File: src/rtl/mmio_switch_led_port_if.sv
// Bus interface between the memory stage and the switch/LED I/O port.
// The memory stage (master) forwards the window offset, store data and
// strobes; the port (slave) returns read data combinationally.
interface mmio_switch_led_port_if;
   logic [7:0]  addr;
   logic [63:0] write_data;
   logic        MemWrite;
   logic        MemRead;
   logic [63:0] read_data;

   modport master (
      output addr,
      output write_data,
      output MemWrite,
      output MemRead,
      input  read_data
   );

   modport slave (
      input  addr,
      input  write_data,
      input  MemWrite,
      input  MemRead,
      output read_data
   );
endinterface

File: src/rtl/mmio_switch_led_port.sv
// Memory-mapped switch/LED port.
// - Two-flop synchronizer and tick-sampled debounce on 18 switches.
// - Sticky write-1-to-clear change flags; a set in the same cycle as a clear wins.
// - 27 registered LED outputs, optionally XORed with a hardware blink mask.
// Register select is addr[5:3]:
//   0 SW_STATE, 1 SW_CHANGED, 2 LED_OUT, 3 LED_BLINK, 4 BLINK_DIV.
// Define MMIO_BLINK_EN to build the blink counter, phase, LED_BLINK and
// BLINK_DIV; without it those registers read 0 and leds follow LED_OUT.
module mmio_switch_led_port #(
   parameter int DEBOUNCE_CYCLES = 250000
) (
   input  logic                          clock,
   input  logic                          reset,
   mmio_switch_led_port_if.slave         bus,
   input  logic [17:0]                   switches,
   output logic [26:0]                   leds
);

   localparam int CNT_W = $clog2(DEBOUNCE_CYCLES);
   localparam logic [CNT_W-1:0] TICK_LAST = CNT_W'(DEBOUNCE_CYCLES - 1);

   // Register select decode.
   logic [2:0] sel;
   logic       wr_changed;
   logic       wr_led_out;
   assign sel        = bus.addr[5:3];
   assign wr_changed = bus.MemWrite && (sel == 3'd1);
   assign wr_led_out = bus.MemWrite && (sel == 3'd2);

   // Address and data bits that no register uses.
   logic unused_bits;
   assign unused_bits = ^{bus.addr[7:6], bus.addr[2:0], bus.write_data[63:27]};

   // Core state.
   logic [17:0]      sw_meta_q, sw_sync_q;
   logic [CNT_W-1:0] tick_cnt_q, tick_cnt_d;
   logic [17:0]      sample_q, sample_d;
   logic [17:0]      sw_state_q, sw_state_d;
   logic [17:0]      sw_changed_q, sw_changed_d;
   logic [26:0]      led_out_q, led_out_d;
   logic [26:0]      leds_q, leds_d;
   logic             tick;
   logic [17:0]      agree;
   logic [17:0]      clr_mask;

   // Blink-dependent values seen by the shared logic.
   logic [26:0]      blink_mask;
   logic [26:0]      led_blink_rd;
   logic [23:0]      blink_div_rd;

   // Debounce, change flags, LED register and output next-state.
   always_comb begin
      tick         = (tick_cnt_q == TICK_LAST);
      tick_cnt_d   = tick ? '0 : tick_cnt_q + CNT_W'(1);
      sample_d     = tick ? sw_sync_q : sample_q;
      // A bit is accepted only when two consecutive samples agree.
      agree        = ~(sw_sync_q ^ sample_q);
      sw_state_d   = sw_state_q;
      if (tick) begin
         sw_state_d = (sw_state_q & ~agree) | (sw_sync_q & agree);
      end
      clr_mask     = wr_changed ? bus.write_data[17:0] : 18'd0;
      // New edges are ORed in after the clear so a simultaneous set wins.
      sw_changed_d = (sw_changed_q & ~clr_mask) | (sw_state_d ^ sw_state_q);
      led_out_d    = wr_led_out ? bus.write_data[26:0] : led_out_q;
      leds_d       = led_out_q ^ blink_mask;
   end

   // Core state registers, cleared asynchronously.
   always_ff @(posedge clock or negedge reset) begin
      if (!reset) begin
         sw_meta_q    <= '0;
         sw_sync_q    <= '0;
         tick_cnt_q   <= '0;
         sample_q     <= '0;
         sw_state_q   <= '0;
         sw_changed_q <= '0;
         led_out_q    <= '0;
         leds_q       <= '0;
      end else begin
         sw_meta_q    <= switches;
         sw_sync_q    <= sw_meta_q;
         tick_cnt_q   <= tick_cnt_d;
         sample_q     <= sample_d;
         sw_state_q   <= sw_state_d;
         sw_changed_q <= sw_changed_d;
         led_out_q    <= led_out_d;
         leds_q       <= leds_d;
      end
   end

   assign leds = leds_q;

`ifdef MMIO_BLINK_EN
   logic        wr_led_blink;
   logic        wr_blink_div;
   logic [26:0] led_blink_q, led_blink_d;
   logic [23:0] blink_div_q, blink_div_d;
   logic [23:0] blink_cnt_q, blink_cnt_d;
   logic        phase_q, phase_d;

   assign wr_led_blink = bus.MemWrite && (sel == 3'd3);
   assign wr_blink_div = bus.MemWrite && (sel == 3'd4);

   // Blink divider: phase toggles every BLINK_DIV cycles, frozen at 0 when
   // the divider is 0; rewriting the divider restarts the count only.
   always_comb begin
      led_blink_d = wr_led_blink ? bus.write_data[26:0] : led_blink_q;
      blink_div_d = wr_blink_div ? bus.write_data[23:0] : blink_div_q;
      blink_cnt_d = blink_cnt_q + 24'd1;
      phase_d     = phase_q;
      if (wr_blink_div) begin
         blink_cnt_d = '0;
      end else if (blink_div_q == 24'd0) begin
         blink_cnt_d = '0;
         phase_d     = 1'b0;
      end else if (blink_cnt_q == blink_div_q - 24'd1) begin
         blink_cnt_d = '0;
         phase_d     = ~phase_q;
      end
   end

   // Blink state registers, cleared asynchronously.
   always_ff @(posedge clock or negedge reset) begin
      if (!reset) begin
         led_blink_q <= '0;
         blink_div_q <= '0;
         blink_cnt_q <= '0;
         phase_q     <= 1'b0;
      end else begin
         led_blink_q <= led_blink_d;
         blink_div_q <= blink_div_d;
         blink_cnt_q <= blink_cnt_d;
         phase_q     <= phase_d;
      end
   end

   assign blink_mask   = led_blink_q & {27{phase_q}};
   assign led_blink_rd = led_blink_q;
   assign blink_div_rd = blink_div_q;
`else
   assign blink_mask   = '0;
   assign led_blink_rd = '0;
   assign blink_div_rd = '0;
`endif

   // Combinational read mux; shows pre-write contents during a store.
   always_comb begin
      bus.read_data = '0;
      if (bus.MemRead) begin
         case (sel)
            3'd0:    bus.read_data = {46'd0, sw_state_q};
            3'd1:    bus.read_data = {46'd0, sw_changed_q};
            3'd2:    bus.read_data = {37'd0, led_out_q};
            3'd3:    bus.read_data = {37'd0, led_blink_rd};
            3'd4:    bus.read_data = {40'd0, blink_div_rd};
            default: bus.read_data = '0;
         endcase
      end
   end

endmodule

File: src/flat_wrapper.sv
// flat-port wrapper written by rule: the top's interface ports become plain ports
module mmio_switch_led_port_flat 
#(
   parameter int DEBOUNCE_CYCLES = 250000
)
  (clock, reset, switches, leds, bus_addr, bus_write_data, bus_MemWrite, bus_MemRead, bus_read_data);
  mmio_switch_led_port_if bus_i ();
  input  logic clock;
  input  logic reset;
  input  logic [17:0] switches;
  output logic [26:0] leds;
  input wire logic [$bits(bus_i.addr)-1:0] bus_addr;
  input wire logic [$bits(bus_i.write_data)-1:0] bus_write_data;
  input wire logic [$bits(bus_i.MemWrite)-1:0] bus_MemWrite;
  input wire logic [$bits(bus_i.MemRead)-1:0] bus_MemRead;
  output wire logic [$bits(bus_i.read_data)-1:0] bus_read_data;
  assign bus_i.addr = bus_addr;
  assign bus_i.write_data = bus_write_data;
  assign bus_i.MemWrite = bus_MemWrite;
  assign bus_i.MemRead = bus_MemRead;
  assign bus_read_data = bus_i.read_data;
  mmio_switch_led_port #(.DEBOUNCE_CYCLES(DEBOUNCE_CYCLES)) u_core (.clock(clock), .reset(reset), .bus(bus_i), .switches(switches), .leds(leds));
endmodule
File: config.mk
export PLATFORM = sky130hd
export DESIGN_NAME = mmio_switch_led_port_flat
export DESIGN_NICKNAME = d
export VERILOG_FILES = /design/src/rtl/mmio_switch_led_port_if.sv /design/src/rtl/mmio_switch_led_port.sv /design/src/flat_wrapper.sv
export SDC_FILE = /design/constraint.sdc
export NUM_CORES = 1
export LEC_CHECK = 0
export CORE_ASPECT_RATIO = 0.6
export CORE_MARGIN = 1
export CORE_UTILIZATION = 35
export DETAILED_ROUTE_END_ITERATION = 8
export PLACE_DENSITY = 0.58
export SLEW_MARGIN = 15
export SYNTH_ARGS = -nofsm -noshare
export SYNTH_HDL_FRONTEND = slang
export SYNTH_SLANG_ARGS = --single-unit
File: constraint.sdc
create_clock -name clock -period 2.63 [get_ports clock]
set_input_delay 0.3945 -clock clock [delete_from_list [all_inputs] [get_ports clock]]
set_output_delay 0.3945 -clock clock [all_outputs]
set_load 0.005 [all_outputs]
==> After elaboration in Yosys (flattened, before gate mapping) <==
Cells that the tools add are included.
{ "totals": {"rom_bits": 0, "mem_count": 0, "inputBits": 94, "mem_bits_rw": 0, "register_bits": 162, "latchBits": 0, "elab_cells": 30, "output_inout_bits": 91} }
{ "op_classes": {"shifts": 0, "reduce_logical": 3, "n_eq_ne": 3, "div": 0, "bitwise": 10, "add_sub_neg": 1, "magnitude_cmp": 0, "muxes": 5, "mul": 0} }
{ "ops": {"columns": ["operator", "count"], "rows": [
  ["27-bit one-hot mux with 3 select lines", 1],
  ["18-bit bitwise AND", 3],
  ["18-bit two-way mux", 3],
  ["18-bit inverter", 3],
  ["18-bit bitwise OR", 2],
  ["18-bit XOR", 2],
  ["27-bit two-way mux", 1],
  ["18-bit by 1-bit adder with 18-bit output (second input constant)", 1],
  ["18-bit equality test (second input constant)", 1],
  ["3-bit by 1-bit equality test with 1-bit output (second input constant)", 1],
  ["3-bit by 2-bit equality test with 1-bit output (second input constant)", 1],
  ["3-bit zero test", 1],
  ["1-bit logical AND", 2]
]} }

==> Longest topological paths before layout <==
{ "logic_depth": {"word_depth": 8, "depth_mapped": 8, "mapped_depth_nobuf": 5} }

==> Least setup slack after synthesis <==
OpenSTA, ideal clock, no wires.
{ "synth_path": {"path_type": "reg-to-reg", "from": "register u_core.tick_cnt_q[5]", "to": "register u_core.sample_q[10]", "required_ps": 2505, "slack_ps": 628, "setup_ps": 125, "synth_period_minus_slack_ps": 2002, "stages_incl_launch_ff": 7, "t_arrival_ps": 1877, "n_path_buf": 2, "cell_sequence": "dfrtp_1 -> or4b_1 -> nor3b_1 -> and4_1 -> buf_6 -> buf_12 -> mux2_4"} }
{ "synth_via": {"elab_chain_cells": 1} }
{ "synth_lines": {"columns": ["element", "line", "source"], "rows": [
  ["start, declared", "mmio_switch_led_port.sv:36", "logic [CNT_W-1:0] tick_cnt_q, tick_cnt_d;"],
  ["start signal, assigned", "mmio_switch_led_port.sv:83", "tick_cnt_q <= tick_cnt_d;"],
  ["18-bit equality test", "mmio_switch_led_port.sv:53", "tick = (tick_cnt_q == TICK_LAST);"],
  ["end signal, assigned", "mmio_switch_led_port.sv:84", "sample_q <= sample_d;"],
  ["end, declared", "mmio_switch_led_port.sv:37", "logic [17:0] sample_q, sample_d;"]
]} }
No other way between the ends.
A chain may end at the register's enable or synchronous reset.

==> Worst setup path after layout <==
{ "layout_path": {"from": "input bus_addr[4]", "to": "output bus_read_data[16]"} }
{ "layout_via": {"elab_chain_cells": 3, "word_cells_on_any_way": 5, "cone_classes": "2 x eq/ne; 2 x mux; 1 x reduce/logical"} }
{ "layout_lines": {"columns": ["element", "line", "source"], "rows": [
  ["start, declared", "flat_wrapper.sv:12", "input wire logic [$bits(bus_i.addr)-1:0] bus_addr;"],
  ["3-bit by 2-bit equality test with 1-bit output (tied with other cells)", "mmio_switch_led_port.sv:151", "case (sel)"],
  ["27-bit one-hot mux with 3 select lines *", "mmio_switch_led_port.sv:151", null],
  ["27-bit two-way mux *", "mmio_switch_led_port.sv:150", "if (bus.MemRead) begin"],
  ["end, declared", "flat_wrapper.sv:16", "output wire logic [$bits(bus_i.read_data)-1:0] bus_read_data;"]
]} }
Mark *: on every way between the ends. The rest lies on a longest branch, timed or not.

==> metrics.txt <==
CP Data Required Time=2240 ps; clock buffer depth=2; Compound-Gate Fraction of Synth Area=8.88%; Core Area=18500 µm²; post-synthesis mux area share=10.8%; fillers=1654; nets=816; first-pass GRT wire length=24600 µm; Max-Cap Viols=0; height of the die=110 µm; CTS Sinks=162; RePlAce Congestion=0.766; Syn. warnings=0; Avg WL per Cell=15.7 µm; GR Util All Layers=16.3%; Final Non-Filler Cells=974; Seq cells post-synth=162; antenna viol nets, final=0; CP Data Arrival Time=2120 ps; Port Buf Inserts=105; sequential fraction of the synthesis area=59.8%; Die W=182 µm; vias in the first global route=4592; syn avg cell area=11.2 µm²; most frequent cells in the layout=162 x dfrtp_1, 103 x clkdlybuf4s50_1, 82 x nor2_1, 59 x nand2_1, 55 x o21ai_0; area share of and/or/nand/nor cells after synthesis=12.4%; clock-pin slew on the worst setup and hold paths=60 ps; TNS Setup=0 ps; leakage=3.83 nW; Post-Layout Inst Area=8710 µm²; CTS tree=built; Starting Density=36.6%; Synth Area in Adders=0.185%; vias per cell=4.80; final hold viol count=0; Antenna diodes=0; largest family of logic cells by synthesized area=simple AND/OR/NAND/NOR gates; Top Ports=185; fin crit period=2520 ps; post-synthesis xor/xnor area fraction=1.81%; Worst Max-Slew Pin Slew=674 ps; RSZ-0062 raised after global routing=false; CP Class=primary input to output port; Placed Cells=941; pwr dens=708 nW/µm²; Max IR drop VDD=514 µV; setup repair bufs after CTS=0; initial antenna violation count=0; Total Wirelength=15300 µm; relative slew slack=54.7%; Layout area overhead=28.6%; DR vias=4672; area post-placement=8070 µm²; drt first pass iters=4; # DRC=0; commonest non-fill, non-tap cell in the layout=dfrtp_1; Tightest Hold Check Type=register to register; Syn Inst Count=603; Iteration-0 DRC Markers=325; CP Capture Type=output port; total grt overflow=0; CP Max Fanout=19; Tcrit/Tclk final=95.6%; CTS H-tree lvls=4; Final Slew Violations=0; Final Skew=6.67 ps; DP HPWL=10700 µm; share of post-route cells with drive strength above 1=13.5%; Final Power=6.17 mW; crit path launch type=primary input; die area=19900 µm²; Inserted Clock Buffers=17; FMAX=398 MHz; largest net degree at the start of global routing=59; distinct cell type count of the synthesized netlist=37; status=finished, final reports clean; Site Rows=38; Netlist Area Pre-Place=6780 µm²; final setup fails=0; Root Buffer=clkbuf_16; clock latency on the worst-skew pair=420 ps
-- worst max-delay path, cell delays in order --
cell	delay, ps
clkdlybuf4s50_1	470
nor2b_1	200
buf_4	280
a21oi_1	100
nor2_1	140
clkdlybuf4s50_1	530
-- flip-flops by register name, summed over array words and instances, names as in the netlist --
register / flops
u_core.sw_changed_q: 18
u_core.sw_state_q: 18
u_core.leds: 27
u_core.tick_cnt_q: 18
u_core.sample_q: 18
u_core.sw_meta_q: 18
u_core.led_out_q: 27
u_core.sw_sync_q: 18
-- synth_stat cells --
| cell | instances | share of area [%] |
|---|---|---|
| dfrtp_1 | 162 | 60 |
| nor2_1 | 82 | 4.5 |
| nand2_1 | 59 | 3.3 |
| o21ai_0 | 55 | 4.1 |
| a21oi_1 | 37 | 2.7 |
| buf_4 | 37 | 4.1 |
| mux2_2 | 35 | 5.8 |
| mux2i_1 | 19 | 2.8 |
| o211ai_1 | 18 | 2.0 |
| clkbuf_1 | 11 | 0.61 |
| mux2_4 | 10 | 2.2 |
| and2_1 | 9 | 0.83 |
| buf_2 | 9 | 0.66 |
| nand3_1 | 7 | 0.52 |
| nand4_1 | 7 | 0.65 |
| xnor2_1 | 7 | 0.90 |
| xor2_1 | 7 | 0.90 |
| and4_1 | 4 | 0.52 |
| buf_1 | 3 | 0.17 |
| nor3_1 | 3 | 0.22 |
| nor4_1 | 3 | 0.28 |
| and3_1 | 2 | 0.18 |
| and3b_1 | 2 | 0.26 |
| nor2b_1 | 2 | 0.18 |
| a31oi_1 | 1 | 0.092 |
| buf_12 | 1 | 0.30 |
| buf_6 | 1 | 0.17 |
| conb_1 | 1 | 0.055 |
| ha_1 | 1 | 0.18 |
| inv_1 | 1 | 0.055 |
| nand3b_1 | 1 | 0.11 |
| nand4b_2 | 1 | 0.22 |
| nor3b_1 | 1 | 0.11 |
| nor4bb_1 | 1 | 0.15 |
| or2_1 | 1 | 0.092 |
| or3_1 | 1 | 0.092 |
| or4b_1 | 1 | 0.15 |
-- stage by stage --
| step | setup WS [ps] | hold WS (ps) | util (%) |
|---|---|---|---|
| 2_1_floorplan | 628 | 98.9 | - |
| 6_report | 115 | 347 | 47.1 |
| 3_3_place_gp | 8.08 | 334 | 43.6 |
| 3_5_place_dp | 24.5 | 335 | 43.6 |
| 5_1_grt | 15.1 | 358 | 47.1 |
| 4_1_cts | 27.1 | 348 | 47.1 |
-- layer usage --
metal	wire (µm)	GRT usage (%)	vias up	part of all wire [%]
met5	0	0	-	0
met4	132	5.02	0	0.86
met3	857	3.44	10	5.6
met2	6330	23.2	167	41
met1	7960	24.5	2255	52
li1	-	-	2240	-
-- logic make-up after synthesis --
family	Yosys count
buffers and inverters	63
XOR/XNOR	14
AO/OA/AOI/OAI	111
multiplexers	64
adder cells (fa/ha/maj)	1
AND/OR/NAND/NOR	187
other	1
flip-flops	162
-- path summary, 6_finish.rpt --
check | startpoint | endpoint | slack [ps] | depth (start not counted)
max | bus_addr[4] | bus_read_data[16] | 110 | 6
min reg2reg | u_core.sw_meta_q[4] | u_core.sw_sync_q[4] | 350 | 0
min | u_core.sw_meta_q[4] | u_core.sw_sync_q[4] | 350 | 0
min in group asynchronous | reset | u_core.sw_sync_q[3] | 510 | 2
max reg2reg | u_core.tick_cnt_q[5] | u_core.sample_q[17] | 420 | 5
max in group asynchronous | reset | u_core.sw_state_q[14] | 1380 | 3
-- timing repair --
action,in CTS,in global routing
setup endpoints to repair,0,9
hold buffers,1,0
gates resized for setup,0,1
hold endpoints to repair,53,0
-- cell type report --
type / instances / area (µm²) / area share (%)
Timing Repair Buffer: 125 / 1260 / 14.4
Clock buffer: 19 / 453 / 5.20
Sequential cell: 162 / 4050 / 46.5
Multi-Input combinational cell: 414 / 2460 / 28.3
Inverter: 1 / 3.75 / 0.0431
Clock inverter: 13 / 181 / 2.08
Tap cell: 240 / 300 / 3.45
-- report_power, final --
part | switching (mW) | internal (mW) | leakage [nW]
registers | 0.148 | 2.75 | 2.04
clock network | 1.00 | 1.64 | 0.310
logic | 0.244 | 0.382 | 1.48
total | 1.39 | 4.77 | 3.83
(Power assumes the default switching activity.)
